## src/rtl/uart_rx_fifo.sv

```systemverilog
// UART receiver (8N1, 16x oversampled) feeding a first-word-fall-through receive FIFO.
// Framing errors and overruns are reported as single-cycle pulses.
module uart_rx_fifo #(
    parameter int unsigned  FifoDepth = 8,
    localparam int unsigned CntW      = $clog2(FifoDepth + 1)
) (
    input  logic            clk,
    input  logic            rst_n,
    input  logic            en_i,
    input  logic [15:0]     clk_div_i,
    input  logic            rx_i,
    output logic [7:0]      data_o,
    output logic            valid_o,
    input  logic            ready_i,
    output logic [CntW-1:0] fifo_count_o,
    output logic            frame_err_o,
    output logic            overrun_o,
    output logic            busy_o
);

    localparam int unsigned PtrW  = $clog2(FifoDepth);
    localparam int unsigned DivW  = 16;
    localparam int unsigned TickW = 4;

    typedef enum logic [2:0] {
        ST_IDLE,
        ST_START,
        ST_DATA,
        ST_STOP,
        ST_BRK
    } state_t;

    state_t state_q;

    logic            rx_meta;
    logic            rx_s;
    logic [DivW-1:0] div_q;
    logic [DivW-1:0] div_cnt;
    logic [TickW-1:0] tick_cnt;
    logic [2:0]      bit_idx;
    logic [7:0]      shift_q;

    logic [DivW-1:0] div_eff_c;
    logic            tick_c;
    logic            start_c;
    logic            push_c;

    logic [7:0]      mem [FifoDepth];
    logic [PtrW-1:0] rd_ptr;
    logic [PtrW-1:0] wr_ptr;
    logic            pop_c;
    logic            full_c;
    logic            push_ok_c;
    logic            ovr_c;
    logic [PtrW-1:0] rd_next_c;
    logic [CntW-1:0] count_next_c;
    logic [7:0]      head_c;

    // Two-flop synchronizer for the asynchronous serial line; idles high.
    always_ff @(posedge clk or negedge rst_n) begin
        if (!rst_n) begin
            rx_meta <= 1'b1;
            rx_s    <= 1'b1;
        end else begin
            rx_meta <= rx_i;
            rx_s    <= rx_meta;
        end
    end

    // Tick qualification, start detection and the byte-complete push strobe.
    always_comb begin
        div_eff_c = (clk_div_i == '0) ? DivW'(1) : clk_div_i;
        tick_c    = (state_q != ST_IDLE) && (div_cnt == (div_q - DivW'(1)));
        start_c   = en_i && (state_q == ST_IDLE) && !rx_s;
        push_c    = en_i && (state_q == ST_STOP) && tick_c &&
                    (tick_cnt == TickW'(15)) && rx_s;
    end

    // Oversample tick generator; the divider is re-latched only at frame start or tick-counter wrap.
    always_ff @(posedge clk or negedge rst_n) begin
        if (!rst_n) begin
            div_q    <= DivW'(1);
            div_cnt  <= '0;
            tick_cnt <= '0;
        end else if (start_c) begin
            div_q    <= div_eff_c;
            div_cnt  <= '0;
            tick_cnt <= '0;
        end else if (state_q != ST_IDLE) begin
            if (tick_c) begin
                div_cnt  <= '0;
                tick_cnt <= ((state_q == ST_START) && (tick_cnt == TickW'(7))) ?
                            TickW'(0) : tick_cnt + TickW'(1);
                if (tick_cnt == TickW'(15)) begin
                    div_q <= div_eff_c;
                end
            end else begin
                div_cnt <= div_cnt + DivW'(1);
            end
        end
    end

    // Receive FSM with registered busy and frame-error outputs.
    always_ff @(posedge clk or negedge rst_n) begin
        if (!rst_n) begin
            state_q     <= ST_IDLE;
            bit_idx     <= '0;
            shift_q     <= '0;
            frame_err_o <= 1'b0;
            busy_o      <= 1'b0;
        end else begin
            frame_err_o <= 1'b0;
            if (!en_i) begin
                state_q <= ST_IDLE;
                busy_o  <= 1'b0;
            end else begin
                case (state_q)
                    ST_IDLE: begin
                        if (!rx_s) begin
                            state_q <= ST_START;
                            busy_o  <= 1'b1;
                        end
                    end
                    ST_START: begin
                        if (tick_c && (tick_cnt == TickW'(7))) begin
                            if (!rx_s) begin
                                state_q <= ST_DATA;
                                bit_idx <= '0;
                            end else begin
                                state_q <= ST_IDLE;
                                busy_o  <= 1'b0;
                            end
                        end
                    end
                    ST_DATA: begin
                        if (tick_c && (tick_cnt == TickW'(15))) begin
                            shift_q <= {rx_s, shift_q[7:1]};
                            bit_idx <= bit_idx + 3'd1;
                            if (bit_idx == 3'd7) begin
                                state_q <= ST_STOP;
                            end
                        end
                    end
                    ST_STOP: begin
                        if (tick_c && (tick_cnt == TickW'(15))) begin
                            if (rx_s) begin
                                state_q <= ST_IDLE;
                                busy_o  <= 1'b0;
                            end else begin
                                state_q     <= ST_BRK;
                                frame_err_o <= 1'b1;
                            end
                        end
                    end
                    ST_BRK: begin
                        if (rx_s) begin
                            state_q <= ST_IDLE;
                            busy_o  <= 1'b0;
                        end
                    end
                    default: begin
                        state_q <= ST_IDLE;
                        busy_o  <= 1'b0;
                    end
                endcase
            end
        end
    end

    // FIFO next-state: push/pop arbitration and the next head value (forwarded when writing into an empty slot).
    always_comb begin
        pop_c        = valid_o && ready_i;
        full_c       = (fifo_count_o == CntW'(FifoDepth));
        push_ok_c    = push_c && (!full_c || pop_c);
        ovr_c        = push_c && !push_ok_c;
        rd_next_c    = pop_c ? rd_ptr + PtrW'(1) : rd_ptr;
        count_next_c = fifo_count_o;
        if (push_ok_c && !pop_c) begin
            count_next_c = fifo_count_o + CntW'(1);
        end else if (!push_ok_c && pop_c) begin
            count_next_c = fifo_count_o - CntW'(1);
        end
        head_c = 8'h00;
        if (count_next_c != '0) begin
            if (push_ok_c && (rd_next_c == wr_ptr)) begin
                head_c = shift_q;
            end else begin
                head_c = mem[rd_next_c];
            end
        end
    end

    // FIFO storage array.
    always_ff @(posedge clk) begin
        if (push_ok_c) begin
            mem[wr_ptr] <= shift_q;
        end
    end

    // FIFO pointers, occupancy and registered read-side outputs.
    always_ff @(posedge clk or negedge rst_n) begin
        if (!rst_n) begin
            rd_ptr       <= '0;
            wr_ptr       <= '0;
            fifo_count_o <= '0;
            valid_o      <= 1'b0;
            data_o       <= 8'h00;
            overrun_o    <= 1'b0;
        end else begin
            rd_ptr       <= rd_next_c;
            if (push_ok_c) begin
                wr_ptr <= wr_ptr + PtrW'(1);
            end
            fifo_count_o <= count_next_c;
            valid_o      <= (count_next_c != '0);
            data_o       <= head_c;
            overrun_o    <= ovr_c;
        end
    end

endmodule

```

## config.mk

```make
export PLATFORM = sky130hd
export DESIGN_NAME = uart_rx_fifo
export DESIGN_NICKNAME = d
export VERILOG_FILES = /design/src/rtl/uart_rx_fifo.sv
export SDC_FILE = /design/constraint.sdc
export NUM_CORES = 1
export LEC_CHECK = 0
export ABC_AREA = 0
export BUFFER_PORTS_ARGS = -buffer_cell sky130_fd_sc_hd__buf_4
export CORE_MARGIN = 1.5
export CORE_UTILIZATION = 61
export DETAILED_ROUTE_END_ITERATION = 6
export PLACE_DENSITY = 0.82
export SLEW_MARGIN = 25
export SYNTH_ARGS = -nofsm -noshare
export SYNTH_HDL_FRONTEND = slang
export SYNTH_SLANG_ARGS = --single-unit
export TNS_END_PERCENT = 20
```

## constraint.sdc

```tcl
create_clock -name clk -period 4.7 [get_ports clk]
set_clock_uncertainty 0.1 [all_clocks]
set_input_delay 0.47 -clock clk [delete_from_list [all_inputs] [get_ports clk]]
set_output_delay 0.47 -clock clk [all_outputs]
set_load 0.01 [all_outputs]
```

==> impl.org <==
** Run status
- The run finished with clean final reports.

** Logic synthesis
- For this run, the leading register cell type out of synthesis is sky130_fd_sc_hd__dfrtp_1.
- Synth Area in Simple Gates :: about 14%
- Counting every net in the synthesized netlist gives 530.
- Adder-cell share of the synthesized area :: under 10%
- For this run, the register share of the synthesized area comes to between 50% and 60%.
- The mapped netlist covers approximately 6500 um^2.
- Synthesis inferred 138 register bits.
- Combinational family with the most area after synthesis :: simple AND/OR/NAND/NOR gates
- Xor and xnor fraction of the mapped netlist area :: 5.948%
- Multiplexer area fraction after synthesis :: a little under an eighth
- Post-synthesis cell count :: 500
- During synthesis, Yosys emitted a total of 0 warnings.
- Synth unique cells :: 57
- Most numerous cell types in the synthesized netlist :: sky130_fd_sc_hd__dfrtp_1, sky130_fd_sc_hd__edfxtp_1, sky130_fd_sc_hd__nor2_1
- For this run, asynchronously set or reset flops after synthesis account for 53.62%.
- The synthesized design contains 64 enable-type register cells.
- Post-synth top area cell :: sky130_fd_sc_hd__edfxtp_1
- Cell with the most instances after synthesis :: sky130_fd_sc_hd__dfrtp_1
- Sorting the synthesized cells by area gives the leading types as sky130_fd_sc_hd__edfxtp_1, sky130_fd_sc_hd__dfrtp_1, sky130_fd_sc_hd__mux4_2.
- The synthesized netlist devotes under 10% of its cell area to compound gates.
- The top cell type by area accounts for between 20 and 30% of the synthesized area.
- Per-instance average area after synthesis :: 12.96 um^2

** Global routing
- The via count of the first global-routing pass came to 4350.
- The total overflow left after global routing is 0.
- First-pass GRT wire length :: 21960 um
- Entering global routing, the biggest net connects 75 pins.
- For this run, the total global-route usage over all layers was measured as 25.46%.
- The initial antenna violation count came to 0.

** Critical path
- The worst setup path is launched from a flip-flop.
- Startpoint of the most critical register-to-register path :: div_q[0]
- List of cells traversed by the critical path :: inv_1, ha_1, nor4b_1, nand3_1, xnor2_1, and4_1, nand4_2, o31ai_1, o2bb2ai_1, nor4_4, a211oi_1
- The slowest stage of the critical path belongs to the cell sky130_fd_sc_hd__nor4b_1.
- The worst setup path is captured at a flip-flop.
- STA puts the critical path data required time at 4.97 ns.
- Category of cells accounting for the largest share of critical-path delay :: simple AND/OR/NAND/NOR gates
- Logic depth of the worst register-to-register path :: 11
- Signal arrival time at the worst endpoint :: 4.24 ns
- Together, buffers and inverters on the worst path number 1.
- The worst register-to-register path ends at data_o[6].
- Register-to-register setup slack :: 0.73 ns
- Kind of critical path :: reg -> reg
- In this design, the stage delay of the slowest critical-path cell is 0.79 ns.
- Counting buffers and inverters, the worst setup path is 11 cells deep.
- Highest net fanout along the worst path :: 15

** STA
- Setup repair after global routing left no endpoint under its margin.
- Final count of negative-setup-slack endpoints :: 0
- Max-slew violations :: 0
- The worst path uses between 80% and 90% of the clock period.
- Final Hold Fails :: 0
- Actual slew at the worst max-slew pin :: between 0.9 and 1 ns
- Counting I/O delays and the setup requirement, the final critical path takes slightly below 4 ns.
- Measured against its own limit, the worst slew margin works out to 36.60%.
- Maximum frequency from static timing analysis :: 251.7 MHz
- Aggregate negative setup slack :: 0 ns

** Finish
- For this run, the number of standard cells in the final layout without fillers is 700.
- After the last flow step, the layout net total stands at 581.
- P&R area growth vs syn :: 16.24%
- Number of antenna diodes :: 0
- In the final layout, the share of cells above drive strength 1 is approximately a quarter.

** CTS
- At the later pin of the worst-skew pair, clock insertion delay measures around 0.52 ns.
- Post-CTS timing repair inserted 0 buffers for setup.
- Counting every sink on the clock net gives 138.
- Counting the buffers created by CTS gives 17.
- The H-tree was split into 4 levels.
- Cell at the root of the clock tree :: sky130_fd_sc_hd__clkbuf_8
- The longest clock path from root to sink contains 2 buffers.
- After clock tree synthesis, the clock-pin slew on the worst setup and hold paths is 0.07 ns.
- TritonCTS built the clock tree.

** Pwr
- Leakage :: roughly 0.0032 uW
- Pwr Density :: 470.1 nW/um^2
- Peak supply drop :: 0.0005303 V

** Detailed routing
- The first routing iteration left 255 violations.
- The routed design has 13320 um of wire.
- Number of vias per cell :: 6.074
- Number of DRC violations after detailed routing :: 0
- Dividing the detail-routed wire length by the instance count gives 19.03 um.
- Summing over every cut layer, the via total after detailed routing is 4252.
- In this run the remaining antenna-violating nets after routing total 0.
- Number of iterations in the first detailed-routing pass :: 5

** Flow run
- Max-capacitance violation count :: 0

** Floorplanning
- Horizontal extent of the die :: 106.1 um
- The die covers 11250 um^2.
- Die boundary height :: 106.1 um
- I/O pin count :: 37
- Number of placement rows :: 37
- The floorplan step defined a core boundary enclosing between 10000 and 15000 um^2.
- Once the floorplan was initialized, standard cells occupied 62.76% of the core.

** Place
- Routability cong. :: ~1
- Counting tap cells, the placed design contains a total of roughly 670 instances.
- HPWL after detailed placement :: 8900 um
- Port buffering added 36 buffers.

** Min path
- Startpoint of the most critical hold path :: clk_div_i[7]
- The path with the worst hold slack has its endpoint at div_q[7].
- Counting instances, the worst hold path has a depth of 2.
- Type of the worst min-delay path :: in -> reg
[worst reg2reg max path: cells and delay by family, from the launching register on]
kind                     cells  cell delay [ns]
AND/OR/NAND/NOR              5             2.19
adder cells (fa/ha/maj)      1             0.25
XOR/XNOR                     1             0.18
AO/OA/AOI/OAI                3             0.67
buffers and inverters        1             0.08
flip-flops                   1             0.39
[area by class of cell]
type                       count  area, um^2
sequential                   138        3777
multi-input combinational    325        2562
timing repair buffer          51       407.9
inverter                      18       67.56
clock inverter                15       131.4
tap                          136       170.2
clock buffer                  17       414.1
fill                         658        2793
[what timing repair did]
action                                 in CTS  in global routing
hold buffers                                1                  1
endpoints found under the hold margin       1                 17
resized for setup                           0                  0
[layout by cell type (no fill, tap or decap), types with 3 or more instances in the layout]
cell type                   instances
sky130_fd_sc_hd__mux4_2            16
sky130_fd_sc_hd__nor2_1            46
sky130_fd_sc_hd__o41ai_1            3
sky130_fd_sc_hd__edfxtp_1          64
sky130_fd_sc_hd__nand4_2            3
sky130_fd_sc_hd__or4_1              4
sky130_fd_sc_hd__inv_8              4
sky130_fd_sc_hd__buf_4             48
sky130_fd_sc_hd__nor4_1            10
sky130_fd_sc_hd__o21ai_0           11
sky130_fd_sc_hd__mux2i_1           12
sky130_fd_sc_hd__xnor2_1           18
sky130_fd_sc_hd__a211oi_1          10
sky130_fd_sc_hd__clkinv_4           3
sky130_fd_sc_hd__clkbuf_16         16
sky130_fd_sc_hd__nor3_2             4
sky130_fd_sc_hd__dfstp_2            3
sky130_fd_sc_hd__nor3b_1            4
sky130_fd_sc_hd__nand3_1           16
sky130_fd_sc_hd__nor4b_1            3
sky130_fd_sc_hd__mux2_2            25
sky130_fd_sc_hd__nor2b_1            4
sky130_fd_sc_hd__dfrtp_1           71
sky130_fd_sc_hd__o31ai_1            5
sky130_fd_sc_hd__a21boi_0           3
sky130_fd_sc_hd__inv_1             18
sky130_fd_sc_hd__inv_6              4
sky130_fd_sc_hd__a21oi_1           11
sky130_fd_sc_hd__nand4_1           10
sky130_fd_sc_hd__or3_1              6
sky130_fd_sc_hd__ha_1               9
sky130_fd_sc_hd__nor3_1             9
sky130_fd_sc_hd__nand2_1           25
sky130_fd_sc_hd__xor2_1            25
sky130_fd_sc_hd__nand2b_1           3
sky130_fd_sc_hd__and3_1             3
[metal layers]
layer | routed length [um] | part of all wire [%] | up-vias | GRT usage [%]
li1 | - | - | 1972 | -
met4 | 212 | 1.6 | 0 | 7.336
met3 | 482 | 3.6 | 24 | 4.721
met5 | 0 | 0 | - | 0
met1 | 5421 | 41 | 2135 | 31.31
met2 | 7208 | 54 | 121 | 45.96
[power breakdown]
part	switching, uW	total (uW)	internal [uW]	leakage [uW]
combinational	456	861	406	0.00128
clock	550	1220	669	0.000267
sequential	111	1460	1350	0.00161
[flip-flops by register name, indices dropped and copies added (netlist names), 3 cells and up]
register,flops
data_o,8
shift_q,8
fifo_count_o,4
div_q,16
state_q,3
mem,64
bit_idx,3
rd_ptr,3
div_cnt,16
wr_ptr,3
tick_cnt,4
[worst max-delay path by stage]
| stage | startpoint | end |
|---|---|---|
| after global routing | div_q[0] | data_o[6] |
| after detailed placement | div_q[1] | data_o[6] |
| after global placement | div_q[5] | data_o[1] |
| final | div_q[0] | data_o[6] |
| after CTS | div_q[5] | mem[7][6] |
| after floorplan | div_q[0] | mem[4][0] |
[stage by stage]
step	hold WS [ns]	util, %	total power, uW	area, um^2	setup WS [ns]
after floorplan	0.07441	-	2069	6479	0.8977
after global placement	0.2472	67.20	2292	6938	1.069
after detailed placement	0.2478	67.20	2331	6938	0.8356
after CTS	0.02514	72.59	3553	7493	0.7908
after global routing	0.07777	72.95	3692	7531	0.3355
final	0.08515	72.95	3541	7531	0.7274
[cells by family after synthesis]
| group | after synthesis |
|---|---|
| AO/OA/AOI/OAI | 59 |
| XOR/XNOR | 44 |
| adder cells (fa/ha/maj) | 9 |
| buffers and inverters | 37 |
| flip-flops | 138 |
| multiplexers | 53 |
| AND/OR/NAND/NOR | 160 |
Power figures use the tool's default switching activity.
